--- config.mk ---
export PLATFORM = sky130hd
export DESIGN_NAME = wide_add_sequencer_flat
export DESIGN_NICKNAME = d
export VERILOG_FILES = /design/src/rtl/wide_add_sequencer_if.sv /design/src/rtl/wide_add_sequencer.sv /design/src/flat_wrapper.sv
export SDC_FILE = /design/constraint.sdc
export NUM_CORES = 1
export LEC_CHECK = 0
export BUFFER_PORTS_ARGS = -buffer_cell sky130_fd_sc_hd__buf_2
export CAP_MARGIN = 25
export CORE_ASPECT_RATIO = 0.9
export CORE_UTILIZATION = 40
export DETAILED_ROUTE_END_ITERATION = 12
export RECOVER_POWER = 50
export SLEW_MARGIN = 10
export SYNTH_ARGS = -nofsm -noshare
export SYNTH_HDL_FRONTEND = slang
export SYNTH_SLANG_ARGS = --single-unit
export TNS_END_PERCENT = 10
--- constraint.sdc ---
create_clock -name clk -period 4.1 [get_ports clk]
set_input_delay 0.41 -clock clk [delete_from_list [all_inputs] [get_ports clk]]
set_output_delay 0.41 -clock clk [all_outputs]
set_load 0.1 [all_outputs]
--- src/rtl/wide_add_sequencer_if.sv ---
// Operand/result handshake bundle for the wide add/subtract sequencer.
interface wide_add_sequencer_if #(
  parameter int WORDS = 4
);
  logic                  start_valid;
  logic                  start_ready;
  logic [32*WORDS-1:0]   a;
  logic [32*WORDS-1:0]   b;
  logic                  sub;
  logic                  res_valid;
  logic                  res_ready;
  logic [32*WORDS-1:0]   result;
  logic                  carry_out;
  logic                  overflow;
  logic                  busy;

  modport master (
    output start_valid, a, b, sub, res_ready,
    input  start_ready, res_valid, result, carry_out, overflow, busy
  );

  modport slave (
    input  start_valid, a, b, sub, res_ready,
    output start_ready, res_valid, result, carry_out, overflow, busy
  );
endinterface

--- src/rtl/wide_add_sequencer.sv ---
// Multi-precision add/sub: one 32-bit limb per cycle through a shared adder,
// carry chained through a register; result valid WORDS cycles after accept.
module thirtyTwo_bit_adder (
  input  logic [31:0] a,
  input  logic [31:0] b,
  input  logic        cin,
  output logic [31:0] sum,
  output logic        cout
);
  assign {cout, sum} = {1'b0, a} + {1'b0, b} + {32'd0, cin};
endmodule

module wide_add_sequencer #(
  parameter int WORDS = 4
) (
  input  logic                  clk,
  input  logic                  rst,
  wide_add_sequencer_if.slave   bus
);
  localparam int IW = (WORDS > 1) ? $clog2(WORDS) : 1;

  typedef enum logic [1:0] {IDLE, RUN, DONE} state_t;

  state_t                state_q;
  logic [IW-1:0]         idx_q;
  logic                  carry_q;
  logic [32*WORDS-1:0]   a_q;
  logic [32*WORDS-1:0]   b_q;
  logic                  sub_q;
  logic [32*WORDS-1:0]   result_q;
  logic                  carry_out_q;
  logic                  overflow_q;
  logic                  start_ready_q;
  logic                  res_valid_q;
  logic                  busy_q;

  logic [31:0]           a_limb;
  logic [31:0]           b_limb;
  logic [31:0]           sum_limb;
  logic                  cout_limb;
  logic                  last_limb;
  logic                  ovf_limb;

  always_comb begin
    a_limb = '0;
    b_limb = '0;
    for (int k = 0; k < WORDS; k++) begin
      if (idx_q == IW'(k)) begin
        a_limb = a_q[32*k +: 32];
        b_limb = sub_q ? ~b_q[32*k +: 32] : b_q[32*k +: 32];
      end
    end
  end

  thirtyTwo_bit_adder u_adder (
    .a    (a_limb),
    .b    (b_limb),
    .cin  (carry_q),
    .sum  (sum_limb),
    .cout (cout_limb)
  );

  assign last_limb = (idx_q == IW'(WORDS - 1));
  // Signed overflow only matters on the top limb, where bit 31 is the sign.
  assign ovf_limb  = (a_limb[31] == b_limb[31]) && (sum_limb[31] != a_limb[31]);

  always_ff @(posedge clk) begin
    if (rst) begin
      state_q       <= IDLE;
      idx_q         <= '0;
      carry_q       <= 1'b0;
      a_q           <= '0;
      b_q           <= '0;
      sub_q         <= 1'b0;
      result_q      <= '0;
      carry_out_q   <= 1'b0;
      overflow_q    <= 1'b0;
      start_ready_q <= 1'b1;
      res_valid_q   <= 1'b0;
      busy_q        <= 1'b0;
    end else begin
      case (state_q)
        IDLE: begin
          if (bus.start_valid && start_ready_q) begin
            a_q           <= bus.a;
            b_q           <= bus.b;
            sub_q         <= bus.sub;
            idx_q         <= '0;
            carry_q       <= bus.sub;
            state_q       <= RUN;
            start_ready_q <= 1'b0;
            busy_q        <= 1'b1;
          end
        end
        RUN: begin
          for (int k = 0; k < WORDS; k++) begin
            if (idx_q == IW'(k)) result_q[32*k +: 32] <= sum_limb;
          end
          carry_q <= cout_limb;
          if (last_limb) begin
            carry_out_q <= cout_limb;
            overflow_q  <= ovf_limb;
            state_q     <= DONE;
            res_valid_q <= 1'b1;
          end else begin
            idx_q <= idx_q + 1'b1;
          end
        end
        DONE: begin
          if (bus.res_ready) begin
            state_q       <= IDLE;
            res_valid_q   <= 1'b0;
            busy_q        <= 1'b0;
            start_ready_q <= 1'b1;
          end
        end
        default: state_q <= IDLE;
      endcase
    end
  end

  assign bus.start_ready = start_ready_q;
  assign bus.res_valid   = res_valid_q;
  assign bus.busy        = busy_q;
  assign bus.result      = result_q;
  assign bus.carry_out   = carry_out_q;
  assign bus.overflow    = overflow_q;
endmodule

--- src/flat_wrapper.sv ---
// flat-port wrapper written by rule: the top's interface ports become plain ports
module wide_add_sequencer_flat 
#(
  parameter int WORDS = 4
)
  (clk, rst, bus_start_valid, bus_a, bus_b, bus_sub, bus_res_ready, bus_start_ready, bus_res_valid, bus_result, bus_carry_out, bus_overflow, bus_busy);
  wide_add_sequencer_if #(.WORDS(WORDS)) bus_i ();
  input  logic clk;
  input  logic rst;
  input wire logic [$bits(bus_i.start_valid)-1:0] bus_start_valid;
  input wire logic [$bits(bus_i.a)-1:0] bus_a;
  input wire logic [$bits(bus_i.b)-1:0] bus_b;
  input wire logic [$bits(bus_i.sub)-1:0] bus_sub;
  input wire logic [$bits(bus_i.res_ready)-1:0] bus_res_ready;
  output wire logic [$bits(bus_i.start_ready)-1:0] bus_start_ready;
  output wire logic [$bits(bus_i.res_valid)-1:0] bus_res_valid;
  output wire logic [$bits(bus_i.result)-1:0] bus_result;
  output wire logic [$bits(bus_i.carry_out)-1:0] bus_carry_out;
  output wire logic [$bits(bus_i.overflow)-1:0] bus_overflow;
  output wire logic [$bits(bus_i.busy)-1:0] bus_busy;
  assign bus_i.start_valid = bus_start_valid;
  assign bus_i.a = bus_a;
  assign bus_i.b = bus_b;
  assign bus_i.sub = bus_sub;
  assign bus_i.res_ready = bus_res_ready;
  assign bus_start_ready = bus_i.start_ready;
  assign bus_res_valid = bus_i.res_valid;
  assign bus_result = bus_i.result;
  assign bus_carry_out = bus_i.carry_out;
  assign bus_overflow = bus_i.overflow;
  assign bus_busy = bus_i.busy;
  wide_add_sequencer #(.WORDS(WORDS)) u_core (.clk(clk), .rst(rst), .bus(bus_i));
endmodule
==> impl_metrics.toml, run 1 <==
[yosys]
synthAdderAreaFrac_pct = 2.545
synth_top_family_by_area = "compound AO/OA/AOI/OAI gates"
syn_nets = 2778
synthTopCellsByCount = "nand2_1 (780), a21oi_1 (442), dfxtp_1 (395), clkbuf_1 (198), nor2_1 (70)"
synth_edf_count = 0
synth_top_area_share_pct = 42.11
synth_compound_area_share_pct = 27.48
ys.flop_type = "dfxtp_1"
synth-simple-area-share_pct = 21.97
muxShareOfSynthArea_pct = 0.1066
synth-seq-area-share_pct = 42.11
synthTopCellsByArea = "dfxtp_1 (42%), nand2_1 (16%), a21oi_1 (12%)"
synth_warnings = 0
synthDistinctLibCells = 77
ys_ff_latch = 395
synth-xor-area-share_pct = 1.006
synth_most_common_cell = "nand2_1"
netlist_instances = 2480
syn_avg_cell_area_um2 = 7.572
syn_area_um2 = 18780
yosysTopAreaCell = "dfxtp_1"
postSynth.asyncResetShare_pct = 0

[critical_path]
crit_required_ps = 4560
max_stage_delay_ps = 420
end_kind = "flop"
path_max_fanout = 30
crit_path_frequent_cell = "a21oi_1"
reg2reg_setup_slack_ps = 100
rr_worst_depth = 17
cp_data_arrival_time_ps = 4460
reg2reg_to = "u_core.bus.result[93]$_SDFFE_PP0P_"
path_cells = "inv_1, ha_2, buf_6, and3_1, a21oi_1, nor2_1, a21oi_1, o21ai_1, ha_1, a21oi_1, o21ai_0, or3_1, o21ai_2, a221oi_4, buf_4, a41o_4, o311ai_1"
cp-start-kind = "flop"
path_class = "reg -> reg"
crit_slowest_cell = "or3_1"
r2r_start = "u_core.idx_q[0]$_SDFFE_PP0P_"

[timing]
max_slew.worst_pin.slew_ps = 1515
fin_crit_ps = 4000
finClkSkew_ps = 12.88
hold_viol = 0
slew_viol_final = 39
hold_slack_ps = 71.06
timing.fmax_ghz = 0.2500
maxSlewHeadroom_pct = -1.003
setup_viol = 0
rsz0062_at_grt = "true"
fin_crit_sh_pct = 97.57

[clocking]
cts_tree = "yes"
clock_sink_count = 395
cts_buffer_depth = 3
clk_transition_reported_paths_ps = 60
cts_htree_levels = 2
cts_root_buffer = "clkbuf_16"
cts_buffers = 43
hold_buffers = 0
insertion_delay_ps = 570

[run_status]
status = "complete, but fails checks"
violations = "max-capacitance violations, max-slew violations"

[power]
peakVddDrop_mv = 0.2330
total_power_uw = 10580
power_density_nw_per_um2 = 452.2
p_leak_uw = 0.009216

[placement]
port_buffers = 393
dpl.hpwl_mm = 49.26
gp_congestion = 0.8932

[routing]
drtIter0Drc = 2005
vias = 19459
drtPass1Iterations = 5
routed_via_density = 5.608
wl_per_cell_um = 19.88
final_antenna_net_count = 0
wl_mm = 68.98
drc = 0

[job]
cap_violations = 1

[hold_path]
hold_depth = 3
hold_class = "in -> reg"
min_from = "bus_a[21]"
hold_end = "u_core.a_q[21]$_SDFFE_PP0P_"

[layout]
nFillCells = 4580
areaGrowthSynthToFinish_pct = 24.63
final_nets = 3127
drive_gt1_share_pct = 19.78

[floorplanning]
die-area_um2 = 47820
die-height_um = 207.6
die-width_um = 230.4
start_util_pct = 40.97
io_pins = 394
core_area_um2 = 45830
rows = 74

[grt]
grt_pass1_vias = 18204
grt.overflow.total = 0
antenna_found_initial = 0
grt.total_usage_pct = 27.77
grt_pass1_wl_mm = 104.3
grt_max_degree = 203
==> sequential cells by signal (all words and copies together) (netlist names) <==
register	flops
u_core.a_q	128
u_core.idx_q	2
u_core.sub_q	1
u_core.state_q	2
u_core.bus.start_ready	1
u_core.bus.res_valid	1
u_core.bus.busy	1
u_core.b_q	128
u_core.bus.carry_out	1
u_core.bus.result	128
u_core.bus.overflow	1
u_core.carry_q	1
==> what timing repair did <==
| action | in CTS | in global routing |
|---|---|---|
| gates resized for setup | 5 | 45 |
| buffers inserted | 5 | 1 |
| gates cloned | 0 | 2 |
| pin swaps | 3 | 10 |
| endpoints found under the setup margin | 46 | 87 |
==> critical path: cells and delay by family (launching register included) <==
kind / cells / cell delay [ps]
AO/OA/AOI/OAI: 9 / 1660
AND/OR/NAND/NOR: 3 / 700
adder cells (fa/ha/maj): 2 / 600
buffers and inverters: 3 / 560
flip-flops: 1 / 340
==> how the worst max path moves through the flow <==
stage | from | endpoint | slack, ps | cells past startpoint
2_1_floorplan | u_core.idx_q[0]$_SDFFE_PP0P_ | u_core.carry_q$_SDFFE_PP0P_ | 60 | 19
3_3_place_gp | u_core.idx_q[0]$_SDFFE_PP0P_ | u_core.bus.result[49]$_SDFFE_PP0P_ | 10 | 17
5_1_grt | u_core.idx_q[0]$_SDFFE_PP0P_ | u_core.bus.result[30]$_SDFFE_PP0P_ | -30 | 19
4_1_cts | u_core.idx_q[0]$_SDFFE_PP0P_ | u_core.bus.result[91]$_SDFFE_PP0P_ | -6 | 19
6_report | u_core.idx_q[0]$_SDFFE_PP0P_ | u_core.bus.result[93]$_SDFFE_PP0P_ | 100 | 17
3_5_place_dp | u_core.idx_q[0]$_SDFFE_PP0P_ | u_core.bus.result[88]$_SDFFE_PP0P_ | -120 | 18
==> per-layer routing <==
| layer | vias to the layer above | part of all wire (%) | track usage (%) |
|---|---|---|---|
| met3 | 113 | 7.3 | 4.725 |
| li1 | 9392 | - | - |
| met1 | 9232 | 44 | 37.69 |
| met2 | 722 | 46 | 43.74 |
| met4 | 0 | 3.5 | 10.98 |
| met5 | - | 0 | 0 |
==> cells by family after synthesis <==
kind of cell             Yosys count
AND/OR/NAND/NOR                 1007
buffers and inverters            238
multiplexers                       2
AO/OA/AOI/OAI                    782
XOR/XNOR                          19
adder cells (fa/ha/maj)           37
flip-flops                       395
==> power breakdown <==
part	leakage, uW	total [uW]	internal [uW]	switching [uW]
sequential	0.00322	4200	4040	154
combinational	0.00527	2320	771	1550
clock	0.000732	4070	2450	1620
==> through the flow <==
step,std cells,util (%),TNS [ps],setup WS (ps),cell area (um2)
3_5_place_dp,3384,47.65,-2108,-116.8,21840
4_1_cts,3466,51.02,-6.134,-6.134,23380
2_1_floorplan,2480,-,0,64.91,18780
5_1_grt,3469,51.06,-271.4,-30.42,23400
6_report,3470,51.06,0,99.59,23400
3_3_place_gp,3383,47.59,0,13.50,21810
==> area by class of cell <==
| cell class | count | area [um2] | share of cell area [%] |
|---|---|---|---|
| flip-flops and latches | 395 | 7913 | 33.81 |
| clock inverters | 18 | 225.2 | 0.9623 |
| well taps | 608 | 760.7 | 3.250 |
| multi-input cells | 1848 | 10190 | 43.54 |
| diodes | 1 | 2.502 | 0.01069 |
| repair buffers | 524 | 3000 | 12.82 |
| inverters | 17 | 63.81 | 0.2727 |
| clock buffers | 59 | 1249 | 5.335 |
==> cell usage in the layout (no fill, tap or decap), types with 33 or more instances in the layout <==
| cell | n |
|---|---|
| nand3_1 | 39 |
| clkbuf_16 | 46 |
| buf_2 | 259 |
| and3_1 | 47 |
| o221ai_1 | 33 |
| clkbuf_1 | 143 |
| a21oi_1 | 437 |
| o21ai_0 | 37 |
| dfxtp_1 | 393 |
| nand2_1 | 779 |
| buf_4 | 108 |
| nor2_1 | 69 |
Note: power is estimated with default switching activity, not from simulation.
==> run 2: changes to the inputs <==
--- a/config.mk
+++ b/config.mk
@@ -10,6 +10,8 @@
 export CORE_ASPECT_RATIO = 0.9
 export CORE_UTILIZATION = 40
 export DETAILED_ROUTE_END_ITERATION = 12
+export GPL_TIMING_DRIVEN = 0
+export HOLD_SLACK_MARGIN = 0.1
 export RECOVER_POWER = 50
 export SLEW_MARGIN = 10
 export SYNTH_ARGS = -nofsm -noshare
==> run 2 against run 1 <==
Register-to-register slack got worse by 130 ps. Critical path type unchanged. Clock skew increased by 11 ps. Sequential power about the same. Sequential share of layout area decreased by 3.5 points. Core utilization increased by 6.0 points. Count of clock-buffer cells in the layout increased by 2. The run ends with negative setup slack left.
==> impl_metrics.toml, run 2 (same netlist as run 1, synthesis figures left out) <==
[run_status]
status = "complete, but fails checks"
violations = "negative setup slack"

[hold_path]
hold_class = "in -> reg"

[layout]
final_nets = 3463
nFillCells = 4323
finish.utilization_pct = 57.07
fin_cells = 3811
drive_gt1_share_pct = 17.59
final_cell_mix = "nand2_1 (776), a21oi_1 (431), dfxtp_1 (393)"
areaGrowthSynthToFinish_pct = 39.28
layout_commonest_cell = "nand2_1"

[routing]
drtPass1Iterations = 6
vias = 21378
drtIter0Drc = 1781
wl_per_cell_um = 20.86
routed_via_density = 5.610
final_antenna_net_count = 0
drc = 0
wl_mm = 79.49

[timing]
timing.fmax_ghz = 0.2419
maxSlewHeadroom_pct = 16.27
setup_ws_ps = -33.15
finClkSkew_ps = 23.49
slew_viol_final = 0
setup_viol = 8
hold_viol = 0
max_slew.worst_pin.slew_ps = 1261
fin_crit_ps = 4133
rsz0062_at_grt = "true"
fin_crit_sh_pct = 100.8

[critical_path]
crit_required_ps = 4550
crit_path_frequent_cell = "a21oi_1"
cp_data_arrival_time_ps = 4580
end_kind = "flop"
path_class = "reg -> reg"
max_stage_delay_ps = 540
path_cells = "inv_4, ha_4, inv_4, clkbuf_16, buf_12, and3_1, a21oi_1, nor2_1, a21oi_1, o21ai_0, ha_1, nand2_1, a21oi_1, and2b_1, nor3_4, o21ai_4, a2111oi_4, or2_4, o211ai_1"
cp-start-kind = "flop"
path_max_fanout = 10
crit_slowest_cell = "a2111oi_4"

[floorplanning]
core_area_um2 = 45830
io_pins = 394
start_util_pct = 40.97
rows = 74
die-area_um2 = 47820
die-height_um = 207.6
die-width_um = 230.4

[power]
power_density_nw_per_um2 = 430.6
p_leak_uw = 0.01016
peakVddDrop_mv = 0.2812

[placement]
place_inst = 3482
gp_congestion = 0.9072
dpl.hpwl_mm = 58.91
port_buffers = 393

[grt]
grt_pass1_wl_mm = 118.5
grt_pass1_vias = 20492
grt.total_usage_pct = 32.07
grt_max_degree = 15
antenna_found_initial = 2
grt.overflow.total = 0

[job]
cap_violations = 0

[clocking]
cts_buffer_depth = 3
cts_tree = "yes"
cts_buffers = 44
insertion_delay_ps = 590
cts_htree_levels = 2
clk_transition_reported_paths_ps = 60
clock_sink_count = 395
cts_root_buffer = "clkbuf_16"
[run 2: worst max-delay path, delay by kind of cell (launching register included)]
family                     cells  cell delay [ps]
adders and majority gates      2              660
DFF                            1              370
and+or+nand+nor                6             1020
AOI/OAI and AO/OA              7             1470
buffers and inverters          4              450
[run 2: what timing repair did]
action	CTS	global route
endpoints found under the setup margin	127	94
pin swaps	24	44
hold buffers	220	0
endpoints found under the hold margin	220	0
buffers inserted	18	10
gates resized for setup	143	74
gates cloned	1	0
[run 2: final timing paths]
check	start	endpoint	slack, ps	cells past startpoint
max	u_core.idx_q[1]$_SDFFE_PP0P_	u_core.bus.result[62]$_SDFFE_PP0P_	-30	19
min	bus_a[7]	u_core.a_q[7]$_SDFFE_PP0P_	110	3
max reg2reg	u_core.idx_q[1]$_SDFFE_PP0P_	u_core.bus.result[62]$_SDFFE_PP0P_	-30	19
min reg2reg	u_core.a_q[58]$_SDFFE_PP0P_	u_core.a_q[58]$_SDFFE_PP0P_	460	2
[run 2: report_power, final]
part | switching (uW) | total [uW] | internal, uW | leakage [uW]
Sequential | 147 | 4190 | 4040 | 0.00322
Combinational | 1700 | 2560 | 861 | 0.00612
Clock | 1710 | 4520 | 2810 | 0.000819
Total | 3550 | 11300 | 7710 | 0.0102
[run 2: cell type report]
type / instances / area [um2] / area share, %
inverters: 17 / 73.82 / 0.2822
well taps: 608 / 760.7 / 2.908
clock inverters: 21 / 355.3 / 1.359
plain buffers: 217 / 978.4 / 3.741
multi-input cells: 1848 / 10480 / 40.05
clock buffers: 61 / 1306 / 4.994
repair buffers: 642 / 4285 / 16.38
flip-flops and latches: 395 / 7915 / 30.26
diodes: 2 / 5.005 / 0.01913
[run 2: routing by layer]
metal  vias up  GRT usage [%]  wire length [um]
li1      10068              -                 -
met1     10118          42.62             33980
met2      1000          52.50             36570
met3       192          4.148              5780
met4         0          12.86              3163
met5         -              0                 0
[run 2: metrics by stage]
stage	total power [uW]	worst slack (ps)	setup TNS [ps]	area, um2	hold WS [ps]
6_report	11260	-33.15	-153.4	26160	110.0
5_1_grt	11640	-199.2	-6474	26160	117.8
4_1_cts	11170	-74.64	-679.0	25970	100.5
3_5_place_dp	6418	-1516	-130230	21520	445.5
3_3_place_gp	6389	-1377	-118360	21510	441.2
2_1_floorplan	5624	64.91	0	18780	431.9
==> run 3: changes to the inputs <==
--- a/config.mk
+++ b/config.mk
@@ -13,6 +13,7 @@
 export GPL_TIMING_DRIVEN = 0
 export HOLD_SLACK_MARGIN = 0.1
 export RECOVER_POWER = 50
+export REMOVE_ABC_BUFFERS = 1
 export SLEW_MARGIN = 10
 export SYNTH_ARGS = -nofsm -noshare
 export SYNTH_HDL_FRONTEND = slang
==> run 3 against run 2 <==
The flow still finishes with violations (negative setup slack). Combinational power increased by 3%. Die area did not move. Count of clock-buffer cells in the layout up 6. Critical path depth decreased by 1. Total power fell by 4.2%. Core utilization up 1.3 points. Non-clock buffer count is 99 lower. Via count is 1.6% lower. Global-route usage is 0.91 points lower. Clock skew down 7.2 ps. Sequential power barely moved. Critical path type unchanged.
==> impl_metrics.toml, run 3 (same netlist as run 1, synthesis figures left out) <==
[floorplanning]
core_area_um2 = 45830
start_util_pct = 40.97
die-height_um = 207.6
die-width_um = 230.4
die-area_um2 = 47820
rows = 74
io_pins = 394

[grt]
grt_pass1_wl_mm = 116.8
grt_pass1_vias = 20356
grt-busiest-layer = "met2"
grt.overflow.total = 0
use_met1_pct = 40.00
grtUsageMet2_pct = 52.37
grt_max_degree = 134
antenna_found_initial = 4
grt.total_usage_pct = 31.16
grt_use_met3_pct = 4.258

[power]
peakVddDrop_mv = 0.3051
p_clk_share_pct = 36.8
p_comb_share_pct = 24.5
power_frac_seq_pct = 38.7
internal_power_uw = 7339
p_leak_uw = 0.01047
total_power_uw = 10800
power_switching_uw = 3456
power_density_nw_per_um2 = 403.7
swShare_pct = 32.01

[placement]
placed_area_um2 = 21510
port_buffers = 393
place_inst = 3304
dpl.hpwl_mm = 46.25
gp_congestion = 0.8812

[routing]
wl_per_cell_um = 21.00
drtIter0Drc = 1739
vias = 21030
drtPass1Iterations = 6
final_antenna_net_count = 0
drc = 0
routed_via_density = 5.668
wl_mm = 77.90

[clocking]
cts_buffers = 44
clock_sink_count = 395
cts_root_buffer = "clkbuf_16"
cts_htree_levels = 2
cts_tree = "yes"
insertion_delay_ps = 570
cts_buffer_depth = 3
clk_transition_reported_paths_ps = 60

[run_status]
violations = "negative setup slack"
status = "complete, but fails checks"

[layout]
final_nets = 3367
fin_cells = 3710
finish.utilization_pct = 58.35
final_cell_mix = "nand2_1 (772), a21oi_1 (429), dfxtp_1 (392)"
fin_area_um2 = 26740
drive_gt1_share_pct = 19.28
layout_commonest_cell = "nand2_1"
areaGrowthSynthToFinish_pct = 42.40

[critical_path]
cp_data_arrival_time_ps = 4780
end_kind = "flop"
crit_required_ps = 4510
cp-start-kind = "flop"
path_class = "reg -> reg"
path_max_fanout = 16
reg2reg_setup_slack_ps = -270

[timing]
hold_viol = 0
setup_ws_ps = -269.6
setup_viol = 75
finClkSkew_ps = 16.26
slew_viol_final = 0
max_slew.worst_pin.slew_ps = 1320
fin_crit_ps = 4370
timing.fmax_ghz = 0.2289
rsz0062_at_grt = "true"
fin_crit_sh_pct = 106.6
maxSlewHeadroom_pct = 12.38

[hold_path]
hold_class = "in -> reg"

[job]
cap_violations = 0
run 3: power by group through the flow:
stage / combinational [uW] / clock (uW) / sequential, uW
after global placement: 2160 / 0 / 4260
final: 2640 / 3970 / 4180
after detailed placement: 2120 / 0 / 4260
after global routing: 2810 / 4160 / 4200
after CTS: 2530 / 4010 / 4170
after floorplan: 1130 / 0 / 4500
run 3: worst paths after layout:
kind	endpoint	from	depth (start not counted)
worst max-delay path	u_core.carry_q$_SDFFE_PP0P_	u_core.idx_q[0]$_SDFFE_PP0P_	18
worst min-delay path	u_core.b_q[51]$_SDFFE_PP0P_	bus_b[51]	3
worst max register to register	u_core.carry_q$_SDFFE_PP0P_	u_core.idx_q[0]$_SDFFE_PP0P_	18
worst min register to register	u_core.a_q[27]$_SDFFE_PP0P_	u_core.a_q[27]$_SDFFE_PP0P_	2
run 3: per-stage QoR:
step / TNS [ps] / worst slack [ps] / hold WS, ps
global route: -24460 / -389.9 / 113.2
finish: -11550 / -269.6 / 118.9
global placement: -5507530 / -18700 / 437.7
floorplan: -2987930 / -11140 / 425.8
detailed placement: -194340 / -2107 / 442.8
CTS: -8401 / -228.6 / 101.1
run 3: cell type report:
type,instances,area (um2)
clock inverters,11,85.08
flip-flops and latches,395,7919
fillers,4166,19090
repair buffers,760,5979
diodes,1,2.502
multi-input cells,1849,10520
clock buffers,67,1339
well taps,608,760.7
inverters,17,112.6
repair inverters,2,20.02
run 3: what timing repair did:
item / CTS / global route
pin swaps: 54 / 25
resized for setup: 68 / 60
hold buffers: 249 / 0
endpoints found under the setup margin: 127 / 99
endpoints found under the hold margin: 249 / 0
gates cloned: 12 / 3
buffers inserted: 46 / 17
run 3: metal layers:
| metal | vias to the layer above | share of wire, % |
|---|---|---|
| met5 | - | 0.017 |
| met3 | 188 | 7.3 |
| met4 | 2 | 4.1 |
| met1 | 10034 | 41 |
| met2 | 935 | 47 |
| li1 | 9871 | - |
run 3: critical path, stage by stage, from the launching register on:
cell and delay, ps:
dfxtp_4 400, clkinvlp_4 170, ha_4 210, buf_12 140, nor2b_4 150, buf_16 160
a221o_1 310, a21oi_2 170, fa_2 340, inv_2 60, fa_2 340, a211o_1 350
a211oi_2 230, or2_4 190, o21ai_4 90, o21a_4 260, o2111a_4 330, a31oi_4 180
a221oi_2 90
